**config.mk**
```make
export PLATFORM = sky130hd
export DESIGN_NAME = mem_arbiter_flat
export DESIGN_NICKNAME = d
export VERILOG_FILES = /design/src/rtl/mem_arbiter_if.sv /design/src/rtl/mem_arbiter.sv /design/src/flat_wrapper.sv
export SDC_FILE = /design/constraint.sdc
export NUM_CORES = 1
export LEC_CHECK = 0
export BUFFER_PORTS_ARGS = -buffer_cell sky130_fd_sc_hd__buf_4
export CORE_AREA = 2 2 177 179
export DETAILED_ROUTE_END_ITERATION = 8
export DIE_AREA = 0 0 179 181
export PLACE_DENSITY = 0.39
export SYNTH_ARGS = -nofsm -noshare
export SYNTH_HDL_FRONTEND = slang
export SYNTH_SLANG_ARGS = --single-unit
```
**constraint.sdc**
```tcl
create_clock -name clock -period 3.9 [get_ports clock]
set_input_delay 0.78 -clock clock [delete_from_list [all_inputs] [get_ports clock]]
set_output_delay 0.78 -clock clock [all_outputs]
set_load 0.05 [all_outputs]
```
**src/rtl/mem_arbiter_if.sv**
```systemverilog
// Bus bundle between the two caches, the memory model and mem_arbiter.
// The slave modport is the arbiter's view; master is the surrounding environment.
interface mem_arbiter_if #(
  parameter int XLEN = 32
);

  // cache-side requests
  logic [1:0]      proc2Imem_command;
  logic [XLEN-1:0] proc2Imem_addr;
  logic [1:0]      proc2Dmem_command;
  logic [XLEN-1:0] proc2Dmem_addr;
  logic [63:0]     proc2Dmem_data;
  logic [1:0]      proc2Dmem_size;

  // memory-side responses
  logic [3:0]      mem2proc_response;
  logic [63:0]     mem2proc_data;
  logic [3:0]      mem2proc_tag;

  // arbitrated command to memory
  logic [1:0]      proc2mem_command;
  logic [XLEN-1:0] proc2mem_addr;
  logic [63:0]     proc2mem_data;
  logic [1:0]      proc2mem_size;

  // routed responses back to each cache
  logic [3:0]      Imem2proc_response;
  logic [63:0]     Imem2proc_data;
  logic [3:0]      Imem2proc_tag;
  logic [3:0]      Dmem2proc_response;
  logic [63:0]     Dmem2proc_data;
  logic [3:0]      Dmem2proc_tag;

  // status
  logic            grant_d;
  logic [3:0]      outstanding_loads;
  logic            tag_err;

  modport slave (
    input  proc2Imem_command, proc2Imem_addr,
    input  proc2Dmem_command, proc2Dmem_addr, proc2Dmem_data, proc2Dmem_size,
    input  mem2proc_response, mem2proc_data, mem2proc_tag,
    output proc2mem_command, proc2mem_addr, proc2mem_data, proc2mem_size,
    output Imem2proc_response, Imem2proc_data, Imem2proc_tag,
    output Dmem2proc_response, Dmem2proc_data, Dmem2proc_tag,
    output grant_d, outstanding_loads, tag_err
  );

  modport master (
    output proc2Imem_command, proc2Imem_addr,
    output proc2Dmem_command, proc2Dmem_addr, proc2Dmem_data, proc2Dmem_size,
    output mem2proc_response, mem2proc_data, mem2proc_tag,
    input  proc2mem_command, proc2mem_addr, proc2mem_data, proc2mem_size,
    input  Imem2proc_response, Imem2proc_data, Imem2proc_tag,
    input  Dmem2proc_response, Dmem2proc_data, Dmem2proc_tag,
    input  grant_d, outstanding_loads, tag_err
  );

endinterface

```
**src/rtl/mem_arbiter.sv**
```systemverilog
// Two-way memory bus arbiter (icache/dcache) with dcache priority, icache
// starvation relief, and a per-tag owner table for routing load returns.
module mem_arbiter #(
  parameter int XLEN         = 32,
  parameter int STARVE_LIMIT = 4
) (
  input  logic         clock,
  input  logic         reset,
  mem_arbiter_if.slave bus
);

  localparam logic [1:0] CMD_NONE = 2'd0;
  localparam logic [1:0] CMD_LOAD = 2'd1;
  localparam logic [1:0] SIZE_DOUBLE = 2'h3;
  localparam logic [3:0] LIMIT = 4'(STARVE_LIMIT);

  typedef enum logic [1:0] {
    GRANT_NONE = 2'd0,
    GRANT_I    = 2'd1,
    GRANT_D    = 2'd2
  } grant_e;

  grant_e     grant;
  logic       i_req;
  logic       d_req;
  logic [1:0] granted_cmd;
  logic       accepted;
  logic       acc_load;
  logic       ret_hit;
  logic       ret_orphan;
  logic       ret_owner_d;

  logic [3:0]  starve_cnt;
  logic [3:0]  starve_next;
  logic [15:0] pend;
  logic [15:0] pend_next;
  logic [15:0] own;
  logic [15:0] own_next;
  logic        tag_err_q;
  logic        tag_err_next;
  logic [3:0]  pend_count;

  assign i_req = (bus.proc2Imem_command != CMD_NONE);
  assign d_req = (bus.proc2Dmem_command != CMD_NONE);

  // Reset gates the grant so every routed output reads idle during reset.
  always_comb begin
    grant = GRANT_NONE;
    if (!reset) begin
      if (d_req && !(i_req && (starve_cnt == LIMIT))) begin
        grant = GRANT_D;
      end else if (i_req) begin
        grant = GRANT_I;
      end
    end
  end

  always_comb begin
    bus.proc2mem_command   = CMD_NONE;
    bus.proc2mem_addr      = '0;
    bus.proc2mem_data      = '0;
    bus.proc2mem_size      = 2'd0;
    bus.Imem2proc_response = 4'd0;
    bus.Dmem2proc_response = 4'd0;
    granted_cmd            = CMD_NONE;
    case (grant)
      GRANT_D: begin
        granted_cmd            = bus.proc2Dmem_command;
        bus.proc2mem_command   = bus.proc2Dmem_command;
        bus.proc2mem_addr      = bus.proc2Dmem_addr;
        bus.proc2mem_data      = bus.proc2Dmem_data;
        bus.proc2mem_size      = bus.proc2Dmem_size;
        bus.Dmem2proc_response = bus.mem2proc_response;
      end
      GRANT_I: begin
        granted_cmd            = bus.proc2Imem_command;
        bus.proc2mem_command   = bus.proc2Imem_command;
        bus.proc2mem_addr      = bus.proc2Imem_addr;
        bus.proc2mem_size      = SIZE_DOUBLE;
        bus.Imem2proc_response = bus.mem2proc_response;
      end
      default: begin
      end
    endcase
  end

  assign accepted = (grant != GRANT_NONE) && (bus.mem2proc_response != 4'd0);
  assign acc_load = accepted && (granted_cmd == CMD_LOAD);

  assign ret_hit     = !reset && (bus.mem2proc_tag != 4'd0) && pend[bus.mem2proc_tag];
  assign ret_orphan  = !reset && (bus.mem2proc_tag != 4'd0) && !pend[bus.mem2proc_tag];
  assign ret_owner_d = own[bus.mem2proc_tag];

  always_comb begin
    bus.Imem2proc_tag = 4'd0;
    bus.Dmem2proc_tag = 4'd0;
    if (ret_hit) begin
      if (ret_owner_d) begin
        bus.Dmem2proc_tag = bus.mem2proc_tag;
      end else begin
        bus.Imem2proc_tag = bus.mem2proc_tag;
      end
    end
  end

  assign bus.Imem2proc_data = bus.mem2proc_data;
  assign bus.Dmem2proc_data = bus.mem2proc_data;

  // A tag being freed by a return in the same cycle is not a duplicate issue.
  always_comb begin
    pend_next    = pend;
    own_next     = own;
    tag_err_next = tag_err_q | ret_orphan;
    if (ret_hit) begin
      pend_next[bus.mem2proc_tag] = 1'b0;
    end
    if (acc_load) begin
      if (pend[bus.mem2proc_response] &&
          !(ret_hit && (bus.mem2proc_tag == bus.mem2proc_response))) begin
        tag_err_next = 1'b1;
      end
      pend_next[bus.mem2proc_response] = 1'b1;
      own_next[bus.mem2proc_response]  = (grant == GRANT_D);
    end
    pend_next[0] = 1'b0;
    own_next[0]  = 1'b0;
  end

  always_comb begin
    starve_next = starve_cnt;
    if (!i_req) begin
      starve_next = 4'd0;
    end else if ((grant == GRANT_I) && accepted) begin
      starve_next = 4'd0;
    end else if ((grant == GRANT_D) && accepted && (starve_cnt < LIMIT)) begin
      starve_next = starve_cnt + 4'd1;
    end
  end

  always_ff @(posedge clock) begin
    if (reset) begin
      pend       <= '0;
      own        <= '0;
      starve_cnt <= 4'd0;
      tag_err_q  <= 1'b0;
    end else begin
      pend       <= pend_next;
      own        <= own_next;
      starve_cnt <= starve_next;
      tag_err_q  <= tag_err_next;
    end
  end

  always_comb begin
    pend_count = 4'd0;
    for (int k = 1; k < 16; k++) begin
      pend_count = pend_count + 4'(pend[k]);
    end
  end

  assign bus.outstanding_loads = pend_count;
  assign bus.tag_err           = tag_err_q;
  assign bus.grant_d           = (grant == GRANT_D);

endmodule

```
**src/flat_wrapper.sv**
```systemverilog
// flat-port wrapper written by rule: the top's interface ports become plain ports
module mem_arbiter_flat 
#(
  parameter int XLEN         = 32,
  parameter int STARVE_LIMIT = 4
)
  (clock, reset, bus_proc2Imem_command, bus_proc2Imem_addr, bus_proc2Dmem_command, bus_proc2Dmem_addr, bus_proc2Dmem_data, bus_proc2Dmem_size, bus_mem2proc_response, bus_mem2proc_data, bus_mem2proc_tag, bus_proc2mem_command, bus_proc2mem_addr, bus_proc2mem_data, bus_proc2mem_size, bus_Imem2proc_response, bus_Imem2proc_data, bus_Imem2proc_tag, bus_Dmem2proc_response, bus_Dmem2proc_data, bus_Dmem2proc_tag, bus_grant_d, bus_outstanding_loads, bus_tag_err);
  mem_arbiter_if #(.XLEN(XLEN)) bus_i ();
  input  logic clock;
  input  logic reset;
  input wire logic [$bits(bus_i.proc2Imem_command)-1:0] bus_proc2Imem_command;
  input wire logic [$bits(bus_i.proc2Imem_addr)-1:0] bus_proc2Imem_addr;
  input wire logic [$bits(bus_i.proc2Dmem_command)-1:0] bus_proc2Dmem_command;
  input wire logic [$bits(bus_i.proc2Dmem_addr)-1:0] bus_proc2Dmem_addr;
  input wire logic [$bits(bus_i.proc2Dmem_data)-1:0] bus_proc2Dmem_data;
  input wire logic [$bits(bus_i.proc2Dmem_size)-1:0] bus_proc2Dmem_size;
  input wire logic [$bits(bus_i.mem2proc_response)-1:0] bus_mem2proc_response;
  input wire logic [$bits(bus_i.mem2proc_data)-1:0] bus_mem2proc_data;
  input wire logic [$bits(bus_i.mem2proc_tag)-1:0] bus_mem2proc_tag;
  output wire logic [$bits(bus_i.proc2mem_command)-1:0] bus_proc2mem_command;
  output wire logic [$bits(bus_i.proc2mem_addr)-1:0] bus_proc2mem_addr;
  output wire logic [$bits(bus_i.proc2mem_data)-1:0] bus_proc2mem_data;
  output wire logic [$bits(bus_i.proc2mem_size)-1:0] bus_proc2mem_size;
  output wire logic [$bits(bus_i.Imem2proc_response)-1:0] bus_Imem2proc_response;
  output wire logic [$bits(bus_i.Imem2proc_data)-1:0] bus_Imem2proc_data;
  output wire logic [$bits(bus_i.Imem2proc_tag)-1:0] bus_Imem2proc_tag;
  output wire logic [$bits(bus_i.Dmem2proc_response)-1:0] bus_Dmem2proc_response;
  output wire logic [$bits(bus_i.Dmem2proc_data)-1:0] bus_Dmem2proc_data;
  output wire logic [$bits(bus_i.Dmem2proc_tag)-1:0] bus_Dmem2proc_tag;
  output wire logic [$bits(bus_i.grant_d)-1:0] bus_grant_d;
  output wire logic [$bits(bus_i.outstanding_loads)-1:0] bus_outstanding_loads;
  output wire logic [$bits(bus_i.tag_err)-1:0] bus_tag_err;
  assign bus_i.proc2Imem_command = bus_proc2Imem_command;
  assign bus_i.proc2Imem_addr = bus_proc2Imem_addr;
  assign bus_i.proc2Dmem_command = bus_proc2Dmem_command;
  assign bus_i.proc2Dmem_addr = bus_proc2Dmem_addr;
  assign bus_i.proc2Dmem_data = bus_proc2Dmem_data;
  assign bus_i.proc2Dmem_size = bus_proc2Dmem_size;
  assign bus_i.mem2proc_response = bus_mem2proc_response;
  assign bus_i.mem2proc_data = bus_mem2proc_data;
  assign bus_i.mem2proc_tag = bus_mem2proc_tag;
  assign bus_proc2mem_command = bus_i.proc2mem_command;
  assign bus_proc2mem_addr = bus_i.proc2mem_addr;
  assign bus_proc2mem_data = bus_i.proc2mem_data;
  assign bus_proc2mem_size = bus_i.proc2mem_size;
  assign bus_Imem2proc_response = bus_i.Imem2proc_response;
  assign bus_Imem2proc_data = bus_i.Imem2proc_data;
  assign bus_Imem2proc_tag = bus_i.Imem2proc_tag;
  assign bus_Dmem2proc_response = bus_i.Dmem2proc_response;
  assign bus_Dmem2proc_data = bus_i.Dmem2proc_data;
  assign bus_Dmem2proc_tag = bus_i.Dmem2proc_tag;
  assign bus_grant_d = bus_i.grant_d;
  assign bus_outstanding_loads = bus_i.outstanding_loads;
  assign bus_tag_err = bus_i.tag_err;
  mem_arbiter #(.XLEN(XLEN), .STARVE_LIMIT(STARVE_LIMIT)) u_core (.clock(clock), .reset(reset), .bus(bus_i));
endmodule
```
; Word level (Yosys, flattened, before mapping)
; Index checks and enable logic that the tools add are counted.
; Widths: inputs -> output; s select.
[classes]
n_eq_ne = 5
n_mux = 28
magnitude_cmp = 5
reduce_logical = 24
bitwise_logic = 5
n_addsub = 15
[op_table]
columns = operator, count
row1 = $mux 64, 1
row2 = $pmux 32 s2, 1
row3 = $add 4x1->4, 13
row4 = $mux 16, 2
row5 = $mux 4, 6
row6 = $and 16x16->16, 1
row7 = $bwmux 16, 1
row8 = $not 16->16, 1
row9 = $or 16x16->16, 1
row10 = $logic_and 1x1->1, 14
row11 = $bmux 1 s4, 3
row12 = $lt 4x5->1 const B, 2
row13 = $demux 1 s4, 2
row14 = $ge 4x1->1 const B, 2
row15 = $mux 1, 8
row16 = $pmux 2 s2, 2
row17 = $reduce_bool 4->1, 2
row18 = $reduce_bool 2->1, 3
row19 = $add 4x1->4 const B, 1
row20 = $eq 2x1->1 const B, 2
row21 = $eq 4x3->1 const B, 1
row22 = $eq 4x4->1, 1
row23 = $logic_not 1->1, 4
row24 = $lt 4x3->1 const B, 1
row25 = other kinds (6), 7
[totals]
reg_bits = 37
inputBits = 208

; Depth between registers and ports, before layout
; Gate-level depths: netlist (run 1).
[logic_depth]
ltp_word = 14
depth_mapped = 13
depth_no_buf = 13

; Least setup slack after synthesis (run 1)
; Ideal clock, no wire load.
[synth_path]
path_type = register to output
start = register u_core.pend[1]
end = output bus_outstanding_loads[2]
arrival_ns = 3.974
stages_incl_launch_ff = 13
path_slack_ns = -0.854
cell_sequence = dfxtp_1 -> ha_1 -> inv_1 -> fa_1 -> inv_1 -> fa_1 -> fa_1 -> inv_1 -> fa_1 -> inv_1 -> ha_1 -> fa_1 -> xor2_1
[synth_between]
elab_chain_cells = 14
[synth_rtl]
columns = item, line
row1 = from (decl), mem_arbiter.sv:35  ; logic [15:0] pend;
row2 = from (signal assigned), mem_arbiter.sv:147  ; pend <= pend_next;
row3 = $add 1x1->2, mem_arbiter.sv:157  ; pend_count = pend_count + 4'(pend[k]);
row4 = $add 4x1->4 (13 in series), mem_arbiter.sv:157
row5 = to (decl), flat_wrapper.sv:31  ; output wire logic [$bits(bus_i.outstanding_loads)-1:0] bus_outstanding_loads;
; No other way between the ends.

; Worst setup path in the final report (run 1)
; Ends and elaborated chain as after synthesis.

==> flow_summary_export.csv, run 1 <==
group,metric,value,unit
timing,clock.fmax,221.4,MHz
clocking,htreeDepth,2,
logic_synthesis,synth_top_area_cell,"buf_4",
grt,grt_pass1_vias,4413,
timing,fin_skew,5.979,ps
clocking,cts_hold_buf,0,
floorplan,initial_core_util,14.36,%
critical_path,cp_max_fo,2,
final_layout,num-nets-final,925,
detailed_routing,route.met2.wl,8721,um
critical_path,worst_path_max_delay_cell,"fa_1",
logic_synthesis,synth_edf_count,0,
min_path,holdCritStartpoint,"u_core.starve_cnt[3]",
critical_path,start_kind,"flip-flop",
logic_synthesis,async_flop_share,0,%
final_layout,drive_above_1_share,51.86,%
timing,timing.final.crit_share,115.8,%
logic_synthesis,synth_warnings,0,
logic_synthesis,synth_fa_ha_area_share,7.295,%
floorplan,die_h,181,um
timing,fin_setup_tns,-1963,ps
timing,maxSlewHeadroom,49.24,%
logic_synthesis,yosysMostFrequentCell,"buf_4",
clocking,clkTransAtPathRegs,50,ps
timing,final_max_slew_viol_count,0,
detailed_routing,wl_met1,8485,um
detailed_routing,num_vias,4218,
detailed_routing,topRoutingLayerUsed,"met5",
critical_path,worstSetupPathType,"reg2out",
logic_synthesis,yosys.area.top_type_share,22.06,%
min_path,min_path_type,"reg2reg",
grt,grt_pass1_wl,28140,um
timing,tightest_slew,761.4,ps
floorplan,die_area,0.03240,mm^2
outcome,status,"finished with violations",
critical_path,worstPathCellList,"ha_4 > inv_2 > fa_1 > inv_2 > fa_2 > fa_1 > inv_1 > fa_1 > inv_2 > ha_4 > fa_2 > xor2_4 > buf_6",
grt,grt_start_max_net_pins,71,
logic_synthesis,synthesis.nets,796,
logic_synthesis,ys_ff_latch,35,
placement,post-place-cells,1086,
detailed_routing,dr_wl_met3,1889,um
critical_path,cp.required,3120,ps
clocking,cts_sinks,35,
critical_path,slowest_delay,490,ps
final_layout,postLayoutCoreUtil,20.51,%
logic_synthesis,muxShareOfSynthArea,7.611,%
logic_synthesis,yosys-top-cells-count,"128 x buf_4, 74 x and2_1, 59 x nor2_1",
placement,hpwlAfterDp,16310,um
timing,finalSetupViolCount,4,
logic_synthesis,syn_area,0.004357,mm^2
clocking,cts_made_buffers,5,
final_layout,fin_cells,1095,
detailed_routing,wl_per_cell,17.97,um
power_and_ir_drop,ir_worst_vdd,0.0001429,V
grt,antenna_found_initial,1,
final_layout,seqCellArea,703.2,um^2
power_and_ir_drop,cellLeakagePower,2.787,nW
placement,port_buffers,265,
grt,overflow,0,
timing,hold_viol,0,
logic_synthesis,synth_seq_area_share,16.08,%
timing,rsz0062_at_grt,"yes",
detailed_routing,first_pass_iters,4,
logic_synthesis,yosys.area_share.simple,24.76,%
final_layout,multi_input_area,0.002592,mm^2
logic_synthesis,synthFlopType,"dfxtp_1",
critical_path,crit_buf_inv,5,
timing,fin_crit,4517,ps
detailed_routing,drtIter0Drc,239,
clocking,cts.path.max_buffers,2,
timing,setup_ws,-617.4,ps
detailed_routing,drt-vias-per-instance,3.852,
critical_path,endpoint_kind,"primary output",
clocking,cts-root-buf,"clkbuf_16",
floorplan,die_width,179,um
detailed_routing,final_antenna_net_count,0,
logic_synthesis,syn_area_per_cell,7.670,um^2
floorplan,rows,64,
critical_path,arrival,3740,ps
detailed_routing,drc,0,
final_layout,area_growth,42.88,%
critical_path,path_delay_family,"adder cells",
critical_path,regToRegStartpoint,"u_core.starve_cnt[0]",
logic_synthesis,synth.area.top_cells,"buf_4 22%, dfxtp_1 16%, and2_1 11%",
floorplan,ios,458,
outcome,violations,"negative setup slack",
power_and_ir_drop,p_per_area,223.5,mW/mm^2
critical_path,cp-startpoint,"u_core.pend[1]",
floorplan,core,0.03035,mm^2
timing,fin_hold_ws,453.1,ps
placement,gp_congestion,0.7685,
detailed_routing,drt_wl_total,19680,um
logic_synthesis,syn-instance-count,568,
logic_synthesis,yosysUniqueCellTypes,45,
job,drv_cap,0,
logic_synthesis,synth_xor_area_share,1.407,%
clocking,clk_latency,280,ps
placement,pre_cts_ws,-469.0,ps
grt,grt_use_total,11.71,%
logic_synthesis,synth_top_family_by_area,"buffers and inverters",
clocking,tritoncts,"yes",
logic_synthesis,synth-compound-area-share,14.04,%
final_layout,fillers,3416,
-- cells in the final DEF, fill, tap and decap left out, types with 5 or more instances in the layout --
master	Yosys	final
a21oi_1	33	32
a22oi_1	34	34
and2_1	74	74
buf_4	128	277
clkbuf_16	0	5
dfxtp_1	35	33
fa_1	9	7
ha_1	11	6
inv_1	27	21
inv_2	0	6
mux2i_1	8	8
mux4_2	6	6
nand2_1	31	31
nand3_1	14	14
nand4_1	5	5
nor2_1	59	25
nor2_2	0	34
nor4_1	5	5
o21ai_0	13	13
-- worst paths after layout --
| kind | end | slack (ps) | cells past startpoint |
|---|---|---|---|
| worst max-delay path | bus_outstanding_loads[2] | -620 | 13 |
| worst min-delay path | u_core.starve_cnt[3] | 450 | 2 |
| worst max register to register | u_core.own[13] | 780 | 13 |
| worst min register to register | u_core.starve_cnt[3] | 450 | 2 |
-- cell families after synthesis --
| kind of cell | count (synthesis) |
|---|---|
| mux | 20 |
| simple gates | 203 |
| buf+inv | 189 |
| xor+xnor | 7 |
| fa+ha+maj | 20 |
| compound gates | 94 |
| flops | 35 |
-- state kept, by name, summed over array words and instances (netlist names) --
| name | flops |
|---|---|
| u_core.own | 15 |
| u_core.pend | 15 |
| u_core.starve_cnt | 4 |
| u_core.bus.tag_err | 1 |
-- timing repair --
item                                    CTS  global route
endpoints found under the setup margin    4             4
setup buffers                             0             0
pin swaps                                 7             2
resized for setup                        11             3
-- layout make-up --
| class | count | share of cell area, % |
|---|---|---|
| multi-input combinational | 344 | 41.65 |
| sequential | 35 | 11.30 |
| clock inverter | 2 | 0.2010 |
| tap | 396 | 7.960 |
| inverter | 27 | 1.628 |
| antenna | 1 | 0.04020 |
| timing repair buffer | 284 | 35.16 |
| clock buffer | 6 | 2.070 |
-- per-layer routing --
| metal | vias up | track usage (%) |
|---|---|---|
| met2 | 200 | 18.02 |
| met4 | 2 | 4.163 |
| met3 | 48 | 4.251 |
| met5 | - | 0.9259 |
| met1 | 1944 | 14.87 |
| li1 | 2024 | - |
-- where the power goes --
group / switching [mW] / internal (mW) / leakage (nW)
registers: 0.00151 / 0.360 / 0.283
logic: 0.407 / 0.238 / 2.44
clock network: 0.150 / 0.236 / 0.0669
total: 0.558 / 0.833 / 2.79
-- worst register-to-register path: stages, from the launching register on --
cell and delay (ps):
dfxtp_1 360, inv_1 60, ha_1 190, nand3_1 100, nor2_1 50, or3_1 400
ha_2 200, buf_4 280, a22o_1 280, buf_4 170, nor4_4 490, nand2_1 190
mux2i_1 180, nor2_1 50
-- per-stage QoR --
| stage | instance area (um^2) | power, mW |
|---|---|---|
| final | 6225 | 1.391 |
| after global routing | 6225 | 1.459 |
| after CTS | 6210 | 1.410 |
| after detailed placement | 6025 | 1.018 |
| after global placement | 6025 | 1.019 |
| after floorplan | 4501 | 1.101 |
Note: power is estimated with default switching activity, not from simulation.
==> inputs of run 2 (changes only) <==
- ABC_AREA: not set -> 1
- CORE_AREA: 2 2 177 179 -> 2 2 178 180
- DIE_AREA: 0 0 179 181 -> 0 0 180 182
- PLACE_DENSITY: 0.39 -> 0.41
==> run 2 against run 1 <==
  * The flow still finishes with violations (negative setup slack)
  * Maximum frequency shrank 1.5%
  * Clock skew shrank 3.6 ps
  * First-iteration DRC count is 15% higher
  * Worst hold slack improved by 3.5 ps
  * Synthesized area up 13%
  * Synthesized cell count is 44% higher
  * Flip-flop and latch count unchanged
  * Power is 2.4% higher
  * Wire length rose by 10%
  * Worst setup slack worse by 68 ps
  * Final cell count grew 23%
  * Critical endpoint unchanged
  * Largest cell class unchanged
  * Highest routed layer is now met4
==> flow_summary_export.csv, run 2 <==
group,metric,value,unit
timing,hold_viol,0,
power_and_ir_drop,cellLeakagePower,3.573,nW
power_and_ir_drop,p_per_area,207.3,mW/mm^2
critical_path,worstSetupPathType,"reg2out",
timing,finalSetupViolCount,4,
final_layout,reg.largest.list,"u_core.own: 15 flops, u_core.pend: 15 flops, u_core.starve_cnt: 4 flops",
logic_synthesis,synth_warnings,0,
logic_synthesis,synth.area.top_cells,"buf_4 20%, nand2_1 19%, dfxtp_1 14%",
power_and_ir_drop,seqPwrFrac,25.4,%
timing,setup_ws,-685.3,ps
detailed_routing,drt-vias-per-instance,3.824,
final_layout,num-nets-final,1174,
critical_path,cp_max_fo,2,
final_layout,postLayoutCoreUtil,22.18,%
floorplan,initial_core_util,15.89,%
final_layout,seqCellArea,703.2,um^2
critical_path,endpoint_kind,"primary output",
logic_synthesis,syn-instance-count,816,
clocking,htreeDepth,2,
timing,tightest_slew,622.2,ps
clocking,tritoncts,"yes",
logic_synthesis,synth_seq_area_share,14.23,%
timing,rsz0062_at_grt,"yes",
logic_synthesis,synthFlopType,"dfxtp_1",
timing,fin_skew,2.334,ps
placement,hpwlAfterDp,18460,um
floorplan,core,0.03099,mm^2
grt,grt_pass1_wl,32170,um
detailed_routing,drtIter0Drc,276,
logic_synthesis,ys_ff_latch,35,
detailed_routing,drc,0,
min_path,min_path_type,"reg2reg",
clocking,cts_hold_buf,0,
grt,grt_use_total,12.73,%
grt,antenna_found_initial,0,
grt,grt_pass1_vias,5307,
final_layout,diodes,0,
timing,timing.final.crit_share,117.6,%
power_and_ir_drop,sw_frac_of_total,42.27,%
power_and_ir_drop,ir_worst_vdd,0.0001189,V
placement,gp_congestion,0.7946,
grt,overflow,0,
power_and_ir_drop,fin_total_pwr,1.425,mW
detailed_routing,drt_wl_total,21700,um
logic_synthesis,yosysMostFrequentCell,"nand2_1",
timing,fin_setup_tns,-2049,ps
final_layout,drive_above_1_share,44.56,%
detailed_routing,first_pass_iters,4,
final_layout,layout_common_cells,"276 x buf_4, 244 x nand2_1, 113 x inv_1",
grt,grt_start_max_net_pins,44,
logic_synthesis,synth_edf_count,0,
clocking,cts_sinks,35,
floorplan,die_h,182,um
floorplan,die_area,0.03276,mm^2
detailed_routing,wl_per_cell,16.09,um
final_layout,final_area,0.006874,mm^2
final_layout,multi_input_area,0.002815,mm^2
outcome,status,"finished with violations",
critical_path,arrival,3810,ps
power_and_ir_drop,power.share.clock,27.7,%
outcome,violations,"negative setup slack",
clocking,clk_latency,290,ps
final_layout,fillers,3550,
power_and_ir_drop,p_sw,0.6023,mW
timing,clock.fmax,218.1,MHz
logic_synthesis,syn_area,0.004925,mm^2
logic_synthesis,synth_top_area_cell,"buf_4",
critical_path,start_kind,"flip-flop",
logic_synthesis,yosysUniqueCellTypes,35,
detailed_routing,num_vias,5158,
logic_synthesis,yosys-top-cells-count,"245 x nand2_1, 131 x buf_4, 119 x inv_1",
logic_synthesis,syn_area_per_cell,6.035,um^2
final_layout,area_growth,39.58,%
critical_path,cp.required,3120,ps
placement,port_buffers,265,
placement,postPlaceCellArea,0.006708,mm^2
timing,maxSlewHeadroom,58.36,%
logic_synthesis,async_flop_share,0,%
logic_synthesis,yosys.area.top_type_share,19.97,%
logic_synthesis,synthesis.nets,1044,
clocking,cts.path.max_buffers,2,
timing,final_max_slew_viol_count,0,
final_layout,final_common_cell,"buf_4",
floorplan,die_width,180,um
clocking,clkTransAtPathRegs,60,ps
power_and_ir_drop,p_int,0.8224,mW
clocking,cts_made_buffers,5,
job,drv_cap,0,
detailed_routing,final_antenna_net_count,0,
floorplan,ios,458,
clocking,cts-root-buf,"clkbuf_16",
power_and_ir_drop,pwr-share-comb,46.9,%
timing,fin_crit,4585,ps
floorplan,rows,65,
[run 2: power groups by stage]
| stage | combinational [mW] | sequential, mW | clock [mW] |
|---|---|---|---|
| 4_1_cts | 0.678 | 0.362 | 0.406 |
| 3_5_place_dp | 0.676 | 0.370 | 0 |
| 5_1_grt | 0.710 | 0.362 | 0.419 |
| 2_1_floorplan | 0.740 | 0.372 | 0 |
| 6_report | 0.668 | 0.362 | 0.394 |
| 3_3_place_gp | 0.675 | 0.370 | 0 |
[run 2: path summary, 6_finish.rpt]
check                  startpoint                        to  slack, ps  depth (start not counted)
max                u_core.pend[1]  bus_outstanding_loads[2]       -690                         13
min                 u_core.own[8]             u_core.own[8]        460                          2
max reg2reg  u_core.starve_cnt[0]            u_core.own[11]       1260                         15
min reg2reg         u_core.own[8]             u_core.own[8]        460                          2
[run 2: cells by family after synthesis]
group,count (synthesis),synth area share [%]
buf+inv,298,33.61
compound gates,87,10.26
xor+xnor,4,0.7113
flops,35,14.23
simple gates,372,34.73
fa+ha+maj,20,6.453
[run 2: layout make-up]
type | instances | share of cell area (%)
Sequential cell | 35 | 10.23
Timing Repair Buffer | 284 | 31.94
Multi-Input combinational cell | 483 | 40.95
Clock inverter | 1 | 0.07281
Inverter | 137 | 7.554
Tap cell | 402 | 7.317
Clock buffer | 7 | 1.929
[run 2: critical path: stages (launching register included)]
cell     delay [ps]
dfxtp_2         330
ha_4            260
inv_2            30
fa_1            450
inv_2            80
fa_2            430
fa_1            500
inv_2            40
fa_1            480
inv_2            50
ha_4            160
fa_2            400
xor2_4          170
buf_6           150
[run 2: repair_timing]
item / CTS / global route
buffers inserted: 1 / 1
pin swaps: 3 / 4
gates resized for setup: 6 / 5
endpoints found under the setup margin: 4 / 4
gates cloned: 0 / 0
[run 2: layer usage]
metal	GRT usage (%)	vias to the layer above	share of wire, %
li1	-	2587	-
met3	4.172	37	8.5
met2	21.58	234	48
met1	15.00	2300	40
met4	4.553	0	2.9
met5	0	-	0
[run 2: metrics by stage]
step	std cells	hold WS (ps)	setup slack (ps)
after floorplan	816	436.0	-387.6
after CTS	1349	460.4	-750.7
after global placement	1341	451.9	-420.0
after global routing	1349	487.3	-790.5
after detailed placement	1341	453.4	-436.4
final	1349	456.6	-685.3
==> inputs of run 3 (changes only) <==
- clock period: 3.9 -> 4.2 ns (I/O delays scaled with it)
==> run 3 against run 2 <==
  * The flow still finishes with violations (negative setup slack)
  * Sequential share of layout area up 0.21 points
  * Combinational power down 9.9%
  * Worst setup slack better by 250 ps
  * Critical path type unchanged
  * Wire length up 0.52%
  * Clock-buffer cell count up 1
  * Critical endpoint unchanged
  * Register-to-register slack better by 30 ps
  * Final area down 2.0%
  * Sequential power down 7.2%
  * Via count up 0.79%
  * Clock skew up 2.3 ps
  * Largest cell class unchanged
  * Power down 6.5%
==> flow_summary_export.csv, run 3 (synthesized netlist as in run 2, its figures left out) <==
group,metric,value,unit
grt,grt_start_max_net_pins,82,
timing,timing.final.crit_share,110.3,%
timing,fin_skew,4.672,ps
placement,pre_cts_ws,-209.0,ps
critical_path,cp_max_fo,2,
power_and_ir_drop,fin_total_pwr,1.333,mW
power_and_ir_drop,cellLeakagePower,3.570,nW
timing,fin_setup_tns,-1135,ps
grt,grt_use_total,12.64,%
clocking,clkTransAtPathRegs,60,ps
timing,finalSetupViolCount,3,
min_path,min_path_type,"reg2reg",
grt,overflow,0,
critical_path,critPathMostFrequentCell,"fa_1",
clocking,cts-root-buf,"clkbuf_16",
grt,grt_pass1_wl,31910,um
clocking,cts_sinks,35,
power_and_ir_drop,sw_frac_of_total,40.68,%
detailed_routing,drt_wl_total,21810,um
timing,clock.fmax,215.9,MHz
detailed_routing,first_pass_iters,4,
critical_path,start_kind,"flip-flop",
power_and_ir_drop,seqPwrFrac,25.2,%
final_layout,num-nets-final,1170,
placement,gp_congestion,0.8315,
timing,final_max_slew_viol_count,0,
clocking,htreeDepth,2,
floorplan,core,0.03099,mm^2
power_and_ir_drop,ir_worst_vdd,0.0001201,V
grt,grt_pass1_vias,5116,
critical_path,arrival,3790,ps
timing,fin_crit,4631,ps
final_layout,final_common_cell,"buf_4",
floorplan,ios,458,
floorplan,initial_core_util,15.89,%
final_layout,final_area,0.006734,mm^2
timing,maxSlewHeadroom,57.51,%
final_layout,fillers,3597,
placement,port_buffers,265,
detailed_routing,drt-vias-per-instance,3.863,
detailed_routing,wl_per_cell,16.21,um
clocking,clk_latency,280,ps
min_path,hold_depth,2,
job,drv_cap,0,
final_layout,reg.largest.list,"u_core.own: 15 flops, u_core.pend: 15 flops, u_core.starve_cnt: 4 flops",
floorplan,die_width,180,um
timing,tightest_slew,634.9,ps
timing,setup_ws,-430.8,ps
final_layout,area_growth,36.74,%
final_layout,layout_common_cells,"273 x buf_4, 244 x nand2_1, 115 x inv_1",
critical_path,cp.required,3360,ps
placement,postPlaceCellArea,0.006499,mm^2
clocking,cts_made_buffers,5,
power_and_ir_drop,p_per_area,197.9,mW/mm^2
placement,hpwlAfterDp,18340,um
outcome,violations,"negative setup slack",
floorplan,rows,65,
timing,hold_viol,0,
clocking,cts_hold_buf,0,
clocking,cts.path.max_buffers,2,
clocking,tritoncts,"yes",
critical_path,endpoint_kind,"primary output",
critical_path,reg2reg_depth,15,
detailed_routing,num_vias,5199,
placement,post-place-cells,1336,
floorplan,die_h,182,um
grt,antenna_found_initial,1,
detailed_routing,drc,0,
critical_path,worstSetupPathType,"reg2out",
final_layout,fin_cells,1346,
power_and_ir_drop,pwr-share-comb,45.2,%
outcome,status,"finished with violations",
timing,rsz0062_at_grt,"yes",
final_layout,drive_above_1_share,40.51,%
floorplan,die_area,0.03276,mm^2
detailed_routing,final_antenna_net_count,0,
detailed_routing,drtIter0Drc,274,
power_and_ir_drop,power.share.clock,29.6,%
critical_path,slowest_delay,490,ps
power_and_ir_drop,p_sw,0.5420,mW
critical_path,worst_path_max_delay_cell,"fa_1",
critical_path,worstPathCellList,"ha_4 > inv_2 > fa_1 > inv_1 > fa_2 > fa_1 > inv_1 > fa_1 > inv_2 > ha_4 > fa_2 > xor2_4 > buf_6",
power_and_ir_drop,p_int,0.7905,mW
[run 3: final cells by class]
cell class | count | area [um^2] | share of cell area, %
well taps | 402 | 503.0 | 7.469
repair buffers | 280 | 2162 | 32.11
multi-input cells | 483 | 2688 | 39.91
diodes | 1 | 2.502 | 0.03716
inverters | 137 | 519.2 | 7.711
clock buffers | 8 | 156.4 | 2.323
flip-flops and latches | 35 | 703.2 | 10.44
[run 3: power groups by stage]
stage	Sequential, mW	Combinational [mW]	Clock [mW]
finish	0.336	0.602	0.394
CTS	0.336	0.612	0.406
global placement	0.343	0.610	0
global route	0.336	0.642	0.423
floorplan	0.345	0.672	0
detailed placement	0.343	0.610	0
[run 3: repair_timing]
item	in CTS	in global routing
setup endpoints to repair	4	4
buffers inserted	0	1
gates cloned	0	0
pin swaps	5	2
gates resized for setup	11	4
endpoints found under the hold margin	0	0
[run 3: stage by stage]
step	hold slack [ps]	util [%]
after global placement	452.6	20.97
final	465.5	21.73
after global routing	478.6	21.72
after CTS	464.3	21.63
after floorplan	436.0	-
after detailed placement	455.4	20.97
[run 3: metal layers]
metal  part of all wire [%]  up-vias  GRT usage [%]  wire [um]
li1                       -     2579              -          -
met1                     38     2345          14.08       8288
met2                     50      232          22.36      10950
met3                    8.8       43          4.292       1910
met4                    3.0        0          4.455        665
met5                      0        -              0          0
[run 3: path summary, 6_finish.rpt]
path                                           start  slack [ps]                  endpoint
worst min-delay path                  u_core.own[12]         470            u_core.own[12]
worst max register to register  u_core.starve_cnt[0]        1290            u_core.own[11]
worst max-delay path                  u_core.pend[1]        -430  bus_outstanding_loads[2]
worst min register to register        u_core.own[12]         470            u_core.own[12]
[run 3: critical path, delay by kind of cell, from the launching register on]
family                     cells  cell delay [ps]
adders and majority gates      7             2650
buffers and inverters          5              360
DFF                            1              330
xor gates and xnor gates       1              160
